`src/rtl/traffic_monitor.sv`:
```
// Lamp-side conflict monitor: decodes windowed R/G/B lamp drives into per-direction
// light states and raises sticky fault flags on illegal signalling.
module traffic_monitor #(
    parameter int unsigned CLK_PER    = 10,
    parameter int unsigned WIN        = 4,
    parameter int unsigned YELLOW_MIN = 1000000000 / CLK_PER
) (
    input  logic       clk,
    input  logic       rst_n,
    input  logic [1:0] R,
    input  logic [1:0] G,
    input  logic [1:0] B,
    input  logic       fault_clr,
    output logic [1:0] ud_state,
    output logic [1:0] lr_state,
    output logic       state_valid,
    output logic [3:0] fault_code,
    output logic       fault
);

    localparam int unsigned CW = (WIN > 1) ? $clog2(WIN) : 1;
    localparam int unsigned YW = $clog2(YELLOW_MIN + WIN);

    localparam logic [1:0] ST_RED    = 2'd0;
    localparam logic [1:0] ST_YELLOW = 2'd1;
    localparam logic [1:0] ST_GREEN  = 2'd2;
    localparam logic [1:0] ST_DARK   = 2'd3;

    function automatic logic [1:0] decode(input logic r, input logic g);
        logic [1:0] st;
        case ({r, g})
            2'b10:   st = ST_RED;
            2'b11:   st = ST_YELLOW;
            2'b01:   st = ST_GREEN;
            default: st = ST_DARK;
        endcase
        return st;
    endfunction

    // Hold is always legal; only the R->G->Y->R ring is allowed otherwise.
    function automatic logic legal_step(input logic [1:0] p, input logic [1:0] n);
        return (p == n) ||
               (p == ST_RED    && n == ST_GREEN)  ||
               (p == ST_GREEN  && n == ST_YELLOW) ||
               (p == ST_YELLOW && n == ST_RED);
    endfunction

    logic [CW-1:0]        cnt;
    logic [1:0]           acc_r, acc_g, acc_b;
    logic                 armed;
    logic [1:0][YW-1:0]   ycnt;

    logic                 last;
    logic [1:0]           win_r, win_g, win_b;
    logic [1:0][1:0]      dec;
    logic [1:0][1:0]      prev;
    logic                 b_seen;
    logic                 arm_now;
    logic [3:0]           det;
    logic [1:0][YW-1:0]   ynext;
    logic [YW:0]          ysum;

    // Window decode, rule checks and yellow-counter update.
    always_comb begin
        last    = (cnt == CW'(WIN - 1));
        win_r   = acc_r | R;
        win_g   = acc_g | G;
        win_b   = acc_b | B;
        b_seen  = |win_b;
        dec[0]  = decode(win_r[0], win_g[0]);
        dec[1]  = decode(win_r[1], win_g[1]);
        prev[0] = lr_state;
        prev[1] = ud_state;
        det     = '0;
        ynext   = ycnt;
        ysum    = '0;
        for (int d = 0; d < 2; d++) begin
            if (!legal_step(prev[d], dec[d])) det[1] = 1'b1;
            if (prev[d] == ST_YELLOW && dec[d] == ST_RED && ycnt[d] < YW'(YELLOW_MIN))
                det[2] = 1'b1;
            if (dec[d] == ST_DARK) det[3] = 1'b1;
            ysum = (YW+1)'(ycnt[d]) + (YW+1)'(WIN);
            if (dec[d] != ST_YELLOW)
                ynext[d] = '0;
            else if (ysum >= (YW+1)'(YELLOW_MIN))
                ynext[d] = YW'(YELLOW_MIN);
            else
                ynext[d] = YW'(ysum);
        end
        if (b_seen) det[3] = 1'b1;
        if ((dec[0] == ST_YELLOW || dec[0] == ST_GREEN) &&
            (dec[1] == ST_YELLOW || dec[1] == ST_GREEN))
            det[0] = 1'b1;
        if (!(last && armed)) det = '0;
        arm_now = !armed && last && dec[0] != ST_DARK && dec[1] != ST_DARK && !b_seen;
    end

    always_ff @(posedge clk or negedge rst_n) begin
        if (!rst_n) begin
            cnt         <= '0;
            acc_r       <= '0;
            acc_g       <= '0;
            acc_b       <= '0;
            armed       <= 1'b0;
            ycnt        <= '0;
            ud_state    <= ST_DARK;
            lr_state    <= ST_DARK;
            state_valid <= 1'b0;
            fault_code  <= '0;
            fault       <= 1'b0;
        end else begin
            state_valid <= last;
            // Clear wins over old bits only; a same-cycle detection survives it.
            fault_code  <= (fault_clr ? 4'b0000 : fault_code) | det;
            fault       <= |fault_code;
            if (arm_now) armed <= 1'b1;
            if (last) begin
                cnt      <= '0;
                acc_r    <= '0;
                acc_g    <= '0;
                acc_b    <= '0;
                ycnt     <= ynext;
                ud_state <= dec[1];
                lr_state <= dec[0];
            end else begin
                cnt   <= cnt + CW'(1);
                acc_r <= win_r;
                acc_g <= win_g;
                acc_b <= win_b;
            end
        end
    end

endmodule

```
`config.mk`:
```
export PLATFORM = sky130hd
export DESIGN_NAME = traffic_monitor
export DESIGN_NICKNAME = d
export VERILOG_FILES = /design/src/rtl/traffic_monitor.sv
export SDC_FILE = /design/constraint.sdc
export NUM_CORES = 1
export LEC_CHECK = 0
export ABC_CLOCK_PERIOD_IN_PS = 6500
export BUFFER_PORTS_ARGS = -buffer_cell sky130_fd_sc_hd__buf_2
export CAP_MARGIN = 20
export CELL_PAD_IN_SITES_DETAIL_PLACEMENT = 2
export CELL_PAD_IN_SITES_GLOBAL_PLACEMENT = 2
export CORE_ASPECT_RATIO = 1.2
export CORE_UTILIZATION = 42
export DETAILED_ROUTE_END_ITERATION = 16
export HOLD_SLACK_MARGIN = 0.12
export PLACE_DENSITY_LB_ADDON = 0.1
export RECOVER_POWER = 25
export SETUP_SLACK_MARGIN = 0.2
export SLEW_MARGIN = 10
export SYNTH_ARGS = -nofsm -noshare
export SYNTH_HDL_FRONTEND = slang
export SYNTH_SLANG_ARGS = --single-unit
```
`constraint.sdc`:
```
create_clock -name clk -period 6.5 [get_ports clk]
set_clock_uncertainty 0.15 [all_clocks]
set_input_delay 1.3 -clock clk [delete_from_list [all_inputs] [get_ports clk]]
set_output_delay 1.3 -clock clk [all_outputs]
set_load 0.005 [all_outputs]
```
## After elaboration in Yosys (flattened, before gate mapping)

Cells that the tools add are included.
W data, S select, Z words.

- Output and inout bits: 10
- Latch bits: 0
- ROM bits: 0
- Memory bits (writable): 0
- Logic and storage cells: 96
- Bits of input ports: 9
- Memories: 0
- Flip-flop bits (word level): 73

- Bitwise logic cells: 4
- Reduce and logical (&&, ||, !) cells: 30
- Shift operators: 0
- Order comparisons: 4
- Equality and inequality tests: 23
- Div/mod/pow operators: 0
- Mux-type cells: 20
- Multipliers: 0
- $add $sub $neg: 3

Operator list:

| kind | number |
|---|---|
| $mux W27 | 4 |
| $add A27 B3 Y28 const B | 2 |
| $ge A28 B27 Y1 const B | 2 |
| $lt A27 B27 Y1 const B | 2 |
| $eq A2 B2 Y1 const B | 11 |
| $logic_and A1 B1 Y1 | 14 |
| $eq A2 B1 Y1 const B | 6 |
| $pmux W2 S3 | 2 |
| $logic_not A2 Y1 | 4 |
| $logic_or A1 B1 Y1 | 8 |
| $mux W1 | 8 |
| $mux W2 | 4 |
| $mux W4 | 2 |
| $or A2 B2 Y2 | 3 |
| $eq A2 B2 Y1 | 2 |
| $ne A2 B1 Y1 const B | 2 |
| $ne A2 B2 Y1 const B | 2 |
| $or A4 B4 Y4 | 1 |
| $reduce_or A4 Y1 | 1 |
| $add A2 B1 Y2 const B | 1 |
| $logic_not A1 Y1 | 2 |
| $reduce_or A2 Y1 | 1 |

## Longest topological paths before layout

Gate-level depths: netlist (run 1).

- Word-level depth: 12
- Gate-level depth with buffers: 10
- Gate-level depth less buffers: 8

## Worst setup path before layout (run 1)

OpenSTA, ideal clock, no wires.

- Path kind: register to register
- From: reg ycnt[8] (netlist bit)
- To: reg ycnt[10] (netlist bit)
- Path buffers: 3
- Arrival time: 2.739 ns
- Required time: 6.226 ns
- Setup slack: 3.487 ns
- Clock period less this slack: 3.013 ns
- Cell stages (with the launch flop): 11
- Cells stage by stage: dfrtp_1 buf_2 nand4_2 or4_1 buf_2 or3_1 xor2_1 a2111oi_4 buf_6 nor3_1 a211o_1

- Word-level cells in the longest chain between the ends: 4

Ends and longest elaborated chain:

| element | line | source |
|---|---|---|
| from (decl) | 51 | `logic [1:0][YW-1:0] ycnt;` |
| from (signal assigned) | 122 | `ycnt <= ynext;` |
| $add A27 B3 Y28 * | 82 | `ysum = (YW+1)'(ycnt[d]) + (YW+1)'(WIN);` |
| $ge A28 B27 Y1 | 85 | `else if (ysum >= (YW+1)'(YELLOW_MIN))` |
| $mux W27 * | 85 |  |
| $mux W27 * | 83 | `if (dec[d] != ST_YELLOW)` |

Every way passes the cells marked *; elsewhere a longest branch is shown, timed or not.
A chain may end at the register's enable or synchronous reset.

==> run summary, run 1 <==
Synth Area per Inst - 8.56 µm²
Final count of hold timing violations - 0
Vias per inst - 6.74
Reg2Reg Depth - 8
Total track usage - 28.8%
Drt drc - 2
Worst setup EP type - async pin
# port buffers - 18
H-tree levels - 3
Die X - 97.9 µm
TritonCTS buffer count - 9
Worst EP required - 5.89 ns
Post-synthesis instance total - 541
Period utilization - 71.7%
Synth-to-layout area growth - 9.62%
Slew HR - -161%
Failing checks - DRC, capacitance limit, slew limit
F_max - 214 MHz
CP Max Fanout - 69
Synth unique cells - 68
Worst slew pin tran - 3.92 ns
CP Launch Point - rst_n
CTS Buffer Depth - 2
Synth warnings - 0
Vias - 4509
Crit Path Category - in2async
# IOs - 19
Worst hold path class - reg2reg
Post-layout min period - 4.66 ns
Pre-antenna DRT Iters - 10
Area of the die - 11500 µm²
CP max-delay cell - clkbuf_1
PD cells - 225 nW/µm²
RePlAce Congestion - 0.899
Critical-path cell list - clkbuf_1
Maximum VDD drop - 0.110 mV
Worst path max stage delay - 2.71 ns
Initial Util - 43.6%
CTS root buffer - clkbuf_16
CTS Sinks - 69
Setup TNS - 0 ns
Setup bufs post-CTS - 0
Clock slew at reported path FFs - 0.06 ns
Initial drt markers - 202
Worst path buffer plus inverter count - 1
Max-cap violations - 1
DP HPWL - 10400 µm
RSZ-0062 raised after global routing - no
Yosys reg bits - 69
Vias in the first global route - 4850
Place WS - 2.44 ns
Hold wc startpoint - cnt[0]$_DFF_PN0_
Cell area after synthesis - 4630 µm²
Status - finished, violations left
Row cnt - 41
Die H - 117 µm
Final ANT Viol Nets - 0
Final core occ - 47.8%
Core Area - 10600 µm²
P_leak - 2.01 nW
Post-synth EDFFs - 0
WP depth - 1
CP Launch Type - input port
Share of cells above drive strength 1 - 10.4%
Hold path depth - 1
CTS tree - yes
Final worst setup slack - 1.84 ns
Asr flop ratio synth - 100%
WL/cell - 23.5 µm
Final WL - 15700 µm
Layout Nets - 555
Setup-failing EPs final - 0
Diodes inserted - 0
Clock Latency Late Sink - 0.34 ns
Top FF cell, synth - dfrtp_1
CP top delay family - buffers and inverters
First-pass GRT wire length - 25800 µm
Reg2reg start - ycnt[8]$_DFFE_PN0P_
Post-CTS Resized - 0
Initial antenna violation count - 0
CP arrival - 4.05 ns
Post-synthesis sequential area ratio - 37.4%
Overflow after GRT - 0
Slew Viols, Final - 70
Reg-to-reg slack, setup - 2.38 ns
Syn Nets - 561
Largest net degree at the start of global routing - 78
Hold buffers post-CTS - 0
-- Yosys cell counts (8+ instances only) --
cell | count | area [µm²]
dfrtp_1 | 65 | 1630
nor2_1 | 41 | 154
nand2_1 | 34 | 128
nand3_1 | 33 | 165
nor3_1 | 30 | 150
nand4_1 | 29 | 181
clkbuf_1 | 28 | 105
o21ai_0 | 25 | 125
inv_1 | 20 | 75.1
and3_1 | 19 | 119
a31oi_1 | 15 | 93.8
a21oi_1 | 13 | 65.1
nor4_1 | 13 | 81.3
ha_1 | 11 | 138
buf_2 | 10 | 50.1
a211oi_1 | 9 | 67.6
o22ai_1 | 8 | 50.1
or3_1 | 8 | 50.1
-- worst register-to-register path, delay by kind of cell (launching register included) --
family / cells / cell delay (ns)
AOI/OAI and AO/OA: 2 / 0.86
and+or+nand+nor: 5 / 2.18
DFF: 1 / 0.54
buffers and inverters: 1 / 0.30
-- cell type report --
cell class	count	area, µm²
sequential	69	1730
clock inverter	7	98.8
clock buffer	9	225
inverter	21	78.8
fill	1192	5540
multi-input combinational	410	2650
timing repair buffer	24	134
tap	129	161
-- through the flow --
step           hold slack (ns)  std cells  cell area [µm²]  power (W)
4_1_cts                  0.287        669             5080    0.00115
5_1_grt                  0.310        669             5080    0.00118
3_3_place_gp             0.269        652             4750   0.000597
6_report                 0.284        669             5080    0.00114
3_5_place_dp             0.278        653             4760   0.000607
2_1_floorplan            0.253        541             4630   0.000561
-- registers in the layout, summed over array words and instances (netlist names), 2 cells and up --
signal      cells
lr_state        2
ud_state        2
acc_g           2
fault_code      4
ycnt           50
cnt             2
acc_b           2
acc_r           2
-- placed cells by master, fill, tap and decap left out, drive strengths merged, types with 3 or more instances in the layout --
cell type,Yosys,routed
dfrtp,65,65
nor2,41,41
nand2,34,34
nand3,34,34
nor3,30,30
nand4,30,30
o21ai,28,28
buf,13,23
inv,20,21
and3,19,19
a31oi,15,15
a21oi,13,13
nor4,13,13
a211oi,12,12
ha,11,11
clkbuf,28,10
o22ai,8,8
or3,8,8
o41ai,8,8
or4,7,7
xnor2,7,7
o2bb2ai,7,7
mux2i,6,6
o31ai,6,6
and4,5,5
o211ai,5,5
a21o,5,5
xor2,4,4
nand2b,4,4
dfstp,4,4
a2111oi,4,4
clkinv,1,4
nor2b,3,3
or2,3,3
nor4b,3,3
a221oi,3,3
-- per-layer routing --
layer  vias up  global-route usage, %  share of wire (%)
met5         -                      0                  0
met4         0                   13.6                2.6
met3        30                   3.15                2.6
met2        80                   53.3                 54
met1      2318                   33.7                 41
li1       2081                      -                  -
-- path summary, 6_finish.rpt --
path	to
worst max-delay path	ycnt[3]$_DFFE_PN0P_
worst min-delay path	cnt[0]$_DFF_PN0_
worst max register to register	ycnt[14]$_DFFE_PN0P_
worst min register to register	cnt[0]$_DFF_PN0_
max in group clk	ycnt[14]$_DFFE_PN0P_
min in group asynchronous	ycnt[38]$_DFFE_PN0P_
-- cell families after synthesis --
logic type,count (synthesis),synth area share (%)
simple gates,238,27.4
compound gates,142,23.0
flops,69,37.4
buf+inv,62,5.46
xor+xnor,11,2.08
fa+ha+maj,11,2.97
mux,8,1.78
-- report_power, final --
part | internal [W] | switching [W] | total [W]
Combinational | 0.0000373 | 0.0000516 | 0.0000889
Sequential | 0.000459 | 0.0000491 | 0.000508
Clock | 0.000338 | 0.000209 | 0.000547
Power figures use the tool's default switching activity.
==> inputs of run 2 (changes only) <==
--- a/config.mk
+++ b/config.mk
@@ -5,13 +5,14 @@
 export SDC_FILE = /design/constraint.sdc
 export NUM_CORES = 1
 export LEC_CHECK = 0
-export ABC_CLOCK_PERIOD_IN_PS = 6500
+export ABC_AREA = 1
+export ABC_CLOCK_PERIOD_IN_PS = 4100
 export BUFFER_PORTS_ARGS = -buffer_cell sky130_fd_sc_hd__buf_2
 export CAP_MARGIN = 20
 export CELL_PAD_IN_SITES_DETAIL_PLACEMENT = 2
 export CELL_PAD_IN_SITES_GLOBAL_PLACEMENT = 2
 export CORE_ASPECT_RATIO = 1.2
-export CORE_UTILIZATION = 42
+export CORE_UTILIZATION = 32
 export DETAILED_ROUTE_END_ITERATION = 16
 export HOLD_SLACK_MARGIN = 0.12
 export PLACE_DENSITY_LB_ADDON = 0.1
==> constraint.sdc (replaced) <==
create_clock -name clk -period 4.1 [get_ports clk]
set_clock_uncertainty 0.15 [all_clocks]
set_input_delay 0.82 -clock clk [delete_from_list [all_inputs] [get_ports clk]]
set_output_delay 0.82 -clock clk [all_outputs]
set_load 0.005 [all_outputs]
==> run summary, run 2 <==
Area of the die - 15900 µm² (was 11500 µm²)
Overflow after GRT - 0 (unchanged)
CP top delay family - simple AND/OR/NAND/NOR gates (was buffers and inverters)
Finished Layout Cells - 948 (was 669)
Initial antenna violation count - 0 (unchanged)
Post-synth top cells - nand2_1 (271), nor2_1 (88), dfrtp_1 (65) (was dfrtp_1 (65), nor2_1 (41), nand2_1 (34))
F_max - 325 MHz
Vias in the first global route - 5410 (was 4850)
Die H - 138 µm (was 117 µm)
Most common cell after layout, fill and taps aside - nand2_1 (was dfrtp_1)
Reg2reg end - ycnt[7]$_DFFE_PN0P_ (was ycnt[14]$_DFFE_PN0P_)
Slew HR - -21.9% (was -161%)
Reg2reg start - ycnt[2]$_DFFE_PN0P_ (was ycnt[8]$_DFFE_PN0P_)
Final core occ - 36.7% (was 47.8%)
Final Power - 0.00219 W (was 0.00114 W)
DP HPWL - 12400 µm (was 10400 µm)
First-pass GRT wire length - 27900 µm (was 25800 µm)
Critical-path cell list - ha_1 > nand2_2 > nor2_4 > nand2_2 > inv_1 > nand2_1 > xor2_1 > nor2_1 > a21oi_2 > nand2_2 > o21ai_0 (was clkbuf_1)
Post-CTS Resized - 0 (unchanged)
Synth-to-layout area growth - 12.1% (was 9.62%)
CP arrival - 3.19 ns (was 4.05 ns)
Commonest cells after routing, fill and taps aside - nand2_1 (271), nor2_1 (88), dfrtp_1 (65), nand3_1 (64), inv_1 (58) (was dfrtp_1 (65), nor2_1 (41), nand2_1 (34), nand3_1 (33), nor3_1 (30))
Status - finished, violations left (unchanged)
Worst path max stage delay - 0.64 ns (was 2.71 ns)
Pre-antenna DRT Iters - 4 (was 10)
Layout Nets - 759 (was 555)
Worst hold path class - reg2reg (unchanged)
Wire length on met1 - 6940 µm (was 6450 µm)
Syn Nets - 744 (was 561)
Worst path most repeated cell - nand2_2
CTS Sinks - 69 (unchanged)
Worst slew pin tran - 1.83 ns (was 3.92 ns)
Post-synthesis sequential area ratio - 35.3% (was 37.4%)
# port buffers - 18 (unchanged)
Initial Util - 32.7% (was 43.6%)
Net Sw Frac - 31.4% (was 27.1%)
Yosys reg bits - 69 (unchanged)
Top flop regs - ycnt (50), fault_code (4) (unchanged)
Setup TNS - 0 ns (unchanged)
CTS Buffer Depth - 2 (unchanged)
Internal power - 0.00150 W (was 0.000835 W)
Final count of hold timing violations - 0 (unchanged)
Share of cells above drive strength 1 - 14.1% (was 10.4%)
Worst setup EP type - flop (was async pin)
TritonCTS buffer count - 9 (unchanged)
Combinational share of power - 16.9% (was 7.8%)
Largest register FFs - 50 (unchanged)
Largest reg by FF count - ycnt (unchanged)
Core Area - 15000 µm² (was 10600 µm²)
P_leak - 2.57 nW (was 2.01 nW)
Top FF cell, synth - dfrtp_1 (unchanged)
Cell area after synthesis - 4910 µm² (was 4630 µm²)
CP Launch Point - ycnt[2]$_DFFE_PN0P_ (was rst_n)
Failing checks - capacitance limit, slew limit (was DRC, capacitance limit, slew limit)
Synth warnings - 0 (unchanged)
Reg-to-reg slack, setup - 1.02 ns (was 2.38 ns)
Met2 WL - 9010 µm (was 8430 µm)
Clock power frac - 42.7% (was 47.8%)
Most instantiated library cell after synthesis - nand2_1 (was dfrtp_1)
Vias per inst - 5.06 (was 6.74)
Max Used Layer - met4 (unchanged)
Reg2Reg Depth - 11 (was 8)
Drt drc - 0 (was 2)
Synth Area per Inst - 6.78 µm² (was 8.56 µm²)
Setup-failing EPs final - 0 (unchanged)
RePlAce Congestion - 0.825 (was 0.899)
Row cnt - 49 (was 41)
RSZ-0062 raised after global routing - no (unchanged)
Slew Viols, Final - 70 (unchanged)
Crit Path Category - reg2reg (was in2async)
Post-synth top area share - 33.1% (was 35.1%)
Post-layout min period - 3.08 ns
Final ANT Viol Nets - 0 (unchanged)
Switching power - 0.000689 W (was 0.000310 W)
Metal3 WL - 276 µm (was 406 µm)
Largest net degree at the start of global routing - 70 (was 78)
Total track usage - 23.0% (was 28.8%)
Die X - 115 µm (was 97.9 µm)
Post-Place Cells - 932 (was 653)
Final WL - 16600 µm (was 15700 µm)
Period utilization - 75.1%
Top cells by area, synth - dfrtp_1 (33%), nand2_1 (21%), nor2_1 (6.7%), nand3_1 (6.5%), inv_1 (4.4%) (was dfrtp_1 (35%), nand4_1 (3.9%), nand3_1 (3.6%), nor2_1 (3.3%), nor3_1 (3.2%))
Setup bufs post-CTS - 0 (unchanged)
Initial drt markers - 176 (was 202)
Sequential share of power - 40.4% (was 44.4%)
PD cells - 398 nW/µm² (was 225 nW/µm²)
CP Max Fanout - 14 (was 69)
CP max-delay cell - a21oi_2 (was clkbuf_1)
Clock Latency Late Sink - 0.35 ns (was 0.34 ns)
Final Hold Slack - 0.301 ns (was 0.284 ns)
CP Launch Type - flop (was input port)
CTS root buffer - clkbuf_16 (unchanged)
Diodes inserted - 0 (unchanged)
# IOs - 19 (unchanged)
Post-synthesis instance total - 724 (was 541)
Worst EP required - 4.21 ns (was 5.89 ns)
Synth area leader - dfrtp_1 (unchanged)
Asr flop ratio synth - 100% (unchanged)
CTS tree - yes (unchanged)
Clock slew at reported path FFs - 0.06 ns (about the same)
WP depth - 11 (was 1)
Hold buffers post-CTS - 0 (unchanged)
Crit path capture - ycnt[7]$_DFFE_PN0P_ (was ycnt[3]$_DFFE_PN0P_)
Max-cap violations - 1 (unchanged)
Worst path buffer plus inverter count - 1 (unchanged)
WL/cell - 17.5 µm (was 23.5 µm)
Post-synth EDFFs - 0 (unchanged)
Maximum VDD drop - 0.159 mV (was 0.110 mV)
Vias - 4796 (was 4509)
Synth unique cells - 40 (was 68)
H-tree levels - 3 (unchanged)
-- run 2: cell count changes after synthesis, sizes merged, moves of 12 or more --
cell and change:
a211oi -12, nand2 +246, clkbuf -20, and3 -19, a31oi -14, nor2 +66
nor3 -19, nand3 +35, nor4 -12, inv +40, xor2 +14
-- run 2: per-layer routing --
layer,vias to the layer above,global-route usage (%)
met3,24,3.39
met5,-,0
met2,33,43.4
met1,2404,26.1
met4,0,8.30
li1,2335,-
-- run 2: kinds of logic after synthesis --
kind of cell	synth area share, %
adder cells (fa/ha/maj)	2.80
flip-flops	35.3
AO/OA/AOI/OAI	7.16
XOR/XNOR	3.90
buffers and inverters	6.70
AND/OR/NAND/NOR	44.2
-- run 2: layout make-up --
cell class              instances  area (µm²)
inverters                      61         229
clock buffers                  10         229
flip-flops and latches         69        1730
clock inverters                 6         111
well taps                     204         255
multi-input cells             578        2850
repair buffers                 20         101
fillers                      1808        9510
-- run 2: power by group through the flow --
stage,combinational (W),clock (W),sequential (W)
3_5_place_dp,0.000375,0,0.000899
2_1_floorplan,0.000271,0,0.000860
6_report,0.000371,0.000937,0.000886
3_3_place_gp,0.000351,0,0.000890
5_1_grt,0.000425,0.000987,0.000904
4_1_cts,0.000380,0.000960,0.000887
-- run 2: worst min path at each step --
stage	start	end	slack, ns	cells after the start
floorplan	cnt[0]$_DFF_PN0_	cnt[0]$_DFF_PN0_	0.25	1
global placement	cnt[0]$_DFF_PN0_	cnt[0]$_DFF_PN0_	0.26	1
detailed placement	cnt[0]$_DFF_PN0_	cnt[0]$_DFF_PN0_	0.30	1
CTS	cnt[0]$_DFF_PN0_	cnt[0]$_DFF_PN0_	0.30	1
global route	cnt[0]$_DFF_PN0_	cnt[0]$_DFF_PN0_	0.32	1
finish	cnt[0]$_DFF_PN0_	cnt[0]$_DFF_PN0_	0.30	1
-- run 2: through the flow --
stage          setup slack (ns)  instance area, µm²
2_1_floorplan              1.83                4910
3_3_place_gp               1.09                5170
3_5_place_dp              0.977                5170
4_1_cts                   0.954                5520
5_1_grt                   0.753                5510
6_report                   1.02                5510
==> inputs of run 3 (changes only) <==
--- a/config.mk
+++ b/config.mk
@@ -5,14 +5,14 @@
 export SDC_FILE = /design/constraint.sdc
 export NUM_CORES = 1
 export LEC_CHECK = 0
-export ABC_AREA = 1
-export ABC_CLOCK_PERIOD_IN_PS = 4100
+export ABC_AREA = 0
+export ABC_CLOCK_PERIOD_IN_PS = 2500
 export BUFFER_PORTS_ARGS = -buffer_cell sky130_fd_sc_hd__buf_2
 export CAP_MARGIN = 20
 export CELL_PAD_IN_SITES_DETAIL_PLACEMENT = 2
 export CELL_PAD_IN_SITES_GLOBAL_PLACEMENT = 2
 export CORE_ASPECT_RATIO = 1.2
-export CORE_UTILIZATION = 32
+export CORE_UTILIZATION = 35
 export DETAILED_ROUTE_END_ITERATION = 16
 export HOLD_SLACK_MARGIN = 0.12
 export PLACE_DENSITY_LB_ADDON = 0.1
==> constraint.sdc (replaced) <==
create_clock -name clk -period 2.5 [get_ports clk]
set_clock_uncertainty 0.15 [all_clocks]
set_input_delay 0.5 -clock clk [delete_from_list [all_inputs] [get_ports clk]]
set_output_delay 0.5 -clock clk [all_outputs]
set_load 0.005 [all_outputs]
==> run summary, run 3 <==
CTS Sinks - 69 (unchanged)
Row cnt - 45 (was 49)
Asr flop ratio synth - 100% (unchanged)
Post-synth top cells - dfrtp_1 (65), nor2_1 (41), nand2_1 (34) (was nand2_1 (271), nor2_1 (88), dfrtp_1 (65))
Synth area leader - dfrtp_1 (unchanged)
Error - [ERROR DPL-0033] detailed placement checks failed during check placement.
Top FF cell, synth - dfrtp_1 (unchanged)
Die X - 107 µm (was 115 µm)
Syn Nets - 561 (was 744)
Initial Util - 36.2% (was 32.7%)
Synth Area per Inst - 8.56 µm² (was 6.78 µm²)
Initial antenna violation count - 1
Post-synth top area share - 35.1% (was 33.1%)
Status - stopped before the end (was finished, violations left)
# port buffers - 18 (unchanged)
Yosys reg bits - 69 (unchanged)
Post-synth EDFFs - 0 (unchanged)
TritonCTS buffer count - 9 (unchanged)
Most instantiated library cell after synthesis - dfrtp_1 (was nand2_1)
Post-synthesis sequential area ratio - 37.4% (was 35.3%)
Worst End Pin Type - sequential cell input
Top cells by area, synth - dfrtp_1 (35%), nand4_1 (3.9%), nand3_1 (3.6%), nor2_1 (3.3%), nor3_1 (3.2%) (was dfrtp_1 (33%), nand2_1 (21%), nor2_1 (6.7%), nand3_1 (6.5%), inv_1 (4.4%))
Post-synthesis instance total - 541 (was 724)
Cell area after synthesis - 4630 µm² (was 4910 µm²)
Crit. endpoint post-GRT repair - ycnt[4]$_DFFE_PN0P_/D
Halt Stage - 5_1_grt
H-tree levels - 3 (unchanged)
# IOs - 19 (unchanged)
Placed Instance Area - 5960 µm² (was 5170 µm²)
Die H - 128 µm (was 138 µm)
Synth warnings - 0 (unchanged)
Synth unique cells - 68 (was 40)
RePlAce Congestion - 0.924 (was 0.825)
Largest net degree at the start of global routing - 78
CTS root buffer - clkbuf_16 (unchanged)
Post-Place Cells - 813 (was 932)
DP HPWL - 14200 µm (was 12400 µm)
CTS Buffer Depth - 2 (unchanged)
[run 3: cell count changes after synthesis, sizes merged, moves of 9 or more]
cell / change
nor3: +19
nand4: +9
nand2: -246
clkbuf: +20
a211oi: +12
nand3: -35
nor4: +12
nor2: -66
and3: +19
inv: -40
a31oi: +14
xor2: -14
[run 3: through the flow]
step | setup WS, ns | hold WS (ns)
2_1_floorplan | -0.417 | 0.0544
3_5_place_dp | -0.670 | 0.297
3_3_place_gp | -0.447 | 0.273
4_1_cts | -0.477 | 0.190
[run 3: kinds of logic after synthesis]
group	after synthesis	synth area share [%]
AND/OR/NAND/NOR	238	27.4
multiplexers	8	1.78
flip-flops	69	37.4
adder cells (fa/ha/maj)	11	2.97
buffers and inverters	62	5.46
AO/OA/AOI/OAI	142	23.0
XOR/XNOR	11	2.08
[run 3: timing repair]
action | 4_1_cts
hold buffers | 1
endpoints found under the hold margin | 24
endpoints found under the setup margin | 51
cloned | 3
resized for setup | 90
pin swaps | 42
buffers inserted | 14
==> inputs of run 4 (changes only) <==
==> config.mk (replaced) <==
export PLATFORM = sky130hd
export DESIGN_NAME = traffic_monitor
export DESIGN_NICKNAME = d
export VERILOG_FILES = /design/src/rtl/traffic_monitor.sv
export SDC_FILE = /design/constraint.sdc
export NUM_CORES = 1
export LEC_CHECK = 0
export ABC_AREA = 0
export ABC_CLOCK_PERIOD_IN_PS = 3200
export BUFFER_PORTS_ARGS = -buffer_cell sky130_fd_sc_hd__buf_2
export CAP_MARGIN = 20
export CORE_UTILIZATION = 30
export DETAILED_ROUTE_END_ITERATION = 16
export PLACE_DENSITY_LB_ADDON = 0.15
export RECOVER_POWER = 25
export SLEW_MARGIN = 10
export SYNTH_ARGS = -nofsm -noshare
export SYNTH_HDL_FRONTEND = slang
export SYNTH_SLANG_ARGS = --single-unit
==> constraint.sdc (replaced) <==
create_clock -name clk -period 3.2 [get_ports clk]
set_clock_uncertainty 0.15 [all_clocks]
set_input_delay 0.64 -clock clk [delete_from_list [all_inputs] [get_ports clk]]
set_output_delay 0.64 -clock clk [all_outputs]
set_load 0.005 [all_outputs]
==> run summary, run 4 (synthesized netlist as in run 1, its figures left out) <==
Vias in the first global route - 4243
Initial drt markers - 328
P_leak - 2.27 nW
CP arrival - 3.13 ns
Max-cap violations - 1
WL/cell - 17.1 µm
Final WL - 13300 µm
CTS root buffer - clkbuf_16 (unchanged)
Diodes inserted - 0
Commonest cells after routing, fill and taps aside - dfrtp_1 (65), buf_4 (58), nor2_1 (40), nand3_1 (33), nand2_1 (33)
Area of the die - 15900 µm²
Period utilization - 95.3%
First-pass GRT wire length - 22300 µm
CTS Buffer Depth - 2 (unchanged)
Clock slew at reported path FFs - 0.06 ns
Die X - 126 µm (was 107 µm)
RSZ-0062 raised after global routing - no
Most common cell after layout, fill and taps aside - dfrtp_1
Core Area - 15100 µm²
Overflow after GRT - 0
CTS tree - yes
Vias - 4492
PD cells - 406 nW/µm²
Layout Nets - 607
Top flop regs - ycnt (50), fault_code (4)
Synth-to-layout area growth - 19.8%
CP Max Fanout - 5
Final Cell Area - 5550 µm²
Final count of hold timing violations - 0
Initial antenna violation count - 0
Slew HR - -21.2%
Largest register FFs - 50
Slew Viols, Final - 70
Post-layout min period - 3.05 ns
Maximum VDD drop - 0.288 mV
Die H - 126 µm (was 128 µm)
Failing checks - capacitance limit, slew limit
Status - finished, violations left (was stopped before the end)
Initial Util - 30.6% (was 36.2%)
Worst EP required - 3.28 ns
Final ANT Viol Nets - 0
CP Launch Type - flop
CTS Sinks - 69 (unchanged)
Setup-failing EPs final - 0
Pre-antenna DRT Iters - 7
Largest net degree at the start of global routing - 70
Clock Latency Late Sink - 0.35 ns
F_max - 328 MHz
Largest reg by FF count - ycnt
Worst hold path class - reg2reg
# port buffers - 18 (unchanged)
Worst setup EP type - flop
H-tree levels - 3 (unchanged)
Crit Path Category - reg2reg
# IOs - 19 (unchanged)
Setup TNS - 0 ns
Row cnt - 45 (unchanged)
Share of cells above drive strength 1 - 19.4%
TritonCTS buffer count - 9 (unchanged)
Worst slew pin tran - 1.82 ns
Drt drc - 0
Placed Instance Area - 5200 µm² (was 5960 µm²)
Final Power - 0.00225 W
RePlAce Congestion - 0.848 (was 0.924)
Total track usage - 17.7%
Vias per inst - 5.76
DP HPWL - 9320 µm (was 14200 µm)
-- run 4: final timing paths --
| path | end | slack [ns] | depth (start not counted) | from |
|---|---|---|---|---|
| min in group asynchronous | ycnt[38]$_DFFE_PN0P_ | 0.63 | 1 | rst_n |
| min | cnt[0]$_DFF_PN0_ | 0.28 | 1 | cnt[0]$_DFF_PN0_ |
| min reg2reg | cnt[0]$_DFF_PN0_ | 0.28 | 1 | cnt[0]$_DFF_PN0_ |
| max | ycnt[10]$_DFFE_PN0P_ | 0.15 | 9 | ycnt[3]$_DFFE_PN0P_ |
| max in group asynchronous | ycnt[26]$_DFFE_PN0P_ | 1.19 | 1 | rst_n |
| max reg2reg | ycnt[10]$_DFFE_PN0P_ | 0.15 | 9 | ycnt[3]$_DFFE_PN0P_ |
-- run 4: per-layer routing --
layer	wire length, µm	share of wire [%]	vias to the layer above	track usage, %
li1	-	-	2187	-
met2	6320	47	83	28.9
met3	406	3.0	18	3.70
met1	6390	48	2204	23.3
met5	0	0	-	0
met4	206	1.5	0	5.39
-- run 4: metrics by stage --
step	worst slack [ns]	hold WS [ns]	std cells	utilization (%)
2_1_floorplan	0.187	0.194	541	-
3_3_place_gp	0.0954	0.270	761	34.3
4_1_cts	0.0312	0.287	777	36.3
5_1_grt	0.00328	0.305	780	36.6
6_report	0.149	0.283	780	36.6
3_5_place_dp	0.0475	0.277	761	34.3
-- run 4: final cells by class --
cell class / instances / area (µm²)
fill: 1540 / 9600
tap: 188 / 235
clock inverter: 6 / 62.6
timing repair buffer: 76 / 526
clock buffer: 10 / 239
inverter: 21 / 78.8
sequential: 69 / 1730
multi-input combinational: 410 / 2680
-- run 4: worst max-delay path, stage by stage (launching register included) --
cell and delay, ns:
dfrtp_1 0.41, ha_1 0.25, nand4_1 0.17, or4_1 0.42
a211oi_1 0.28, o211ai_1 0.22, a2111oi_4 0.46, nor3_1 0.16
buf_4 0.17, a211o_1 0.24
-- run 4: what timing repair did --
item,CTS,global route
gates resized for setup,0,8
setup endpoints to repair,0,18
setup buffers,0,3
hold buffers,0,0
-- run 4: report_power, final --
group / internal [W] / leakage (nW) / switching, W / total (W)
Combinational: 0.0000913 / 1.22 / 0.000114 / 0.000205
Clock: 0.000622 / 0.140 / 0.000407 / 0.00103
Sequential: 0.000933 / 0.914 / 0.0000846 / 0.00102
Total: 0.00165 / 2.27 / 0.000605 / 0.00225
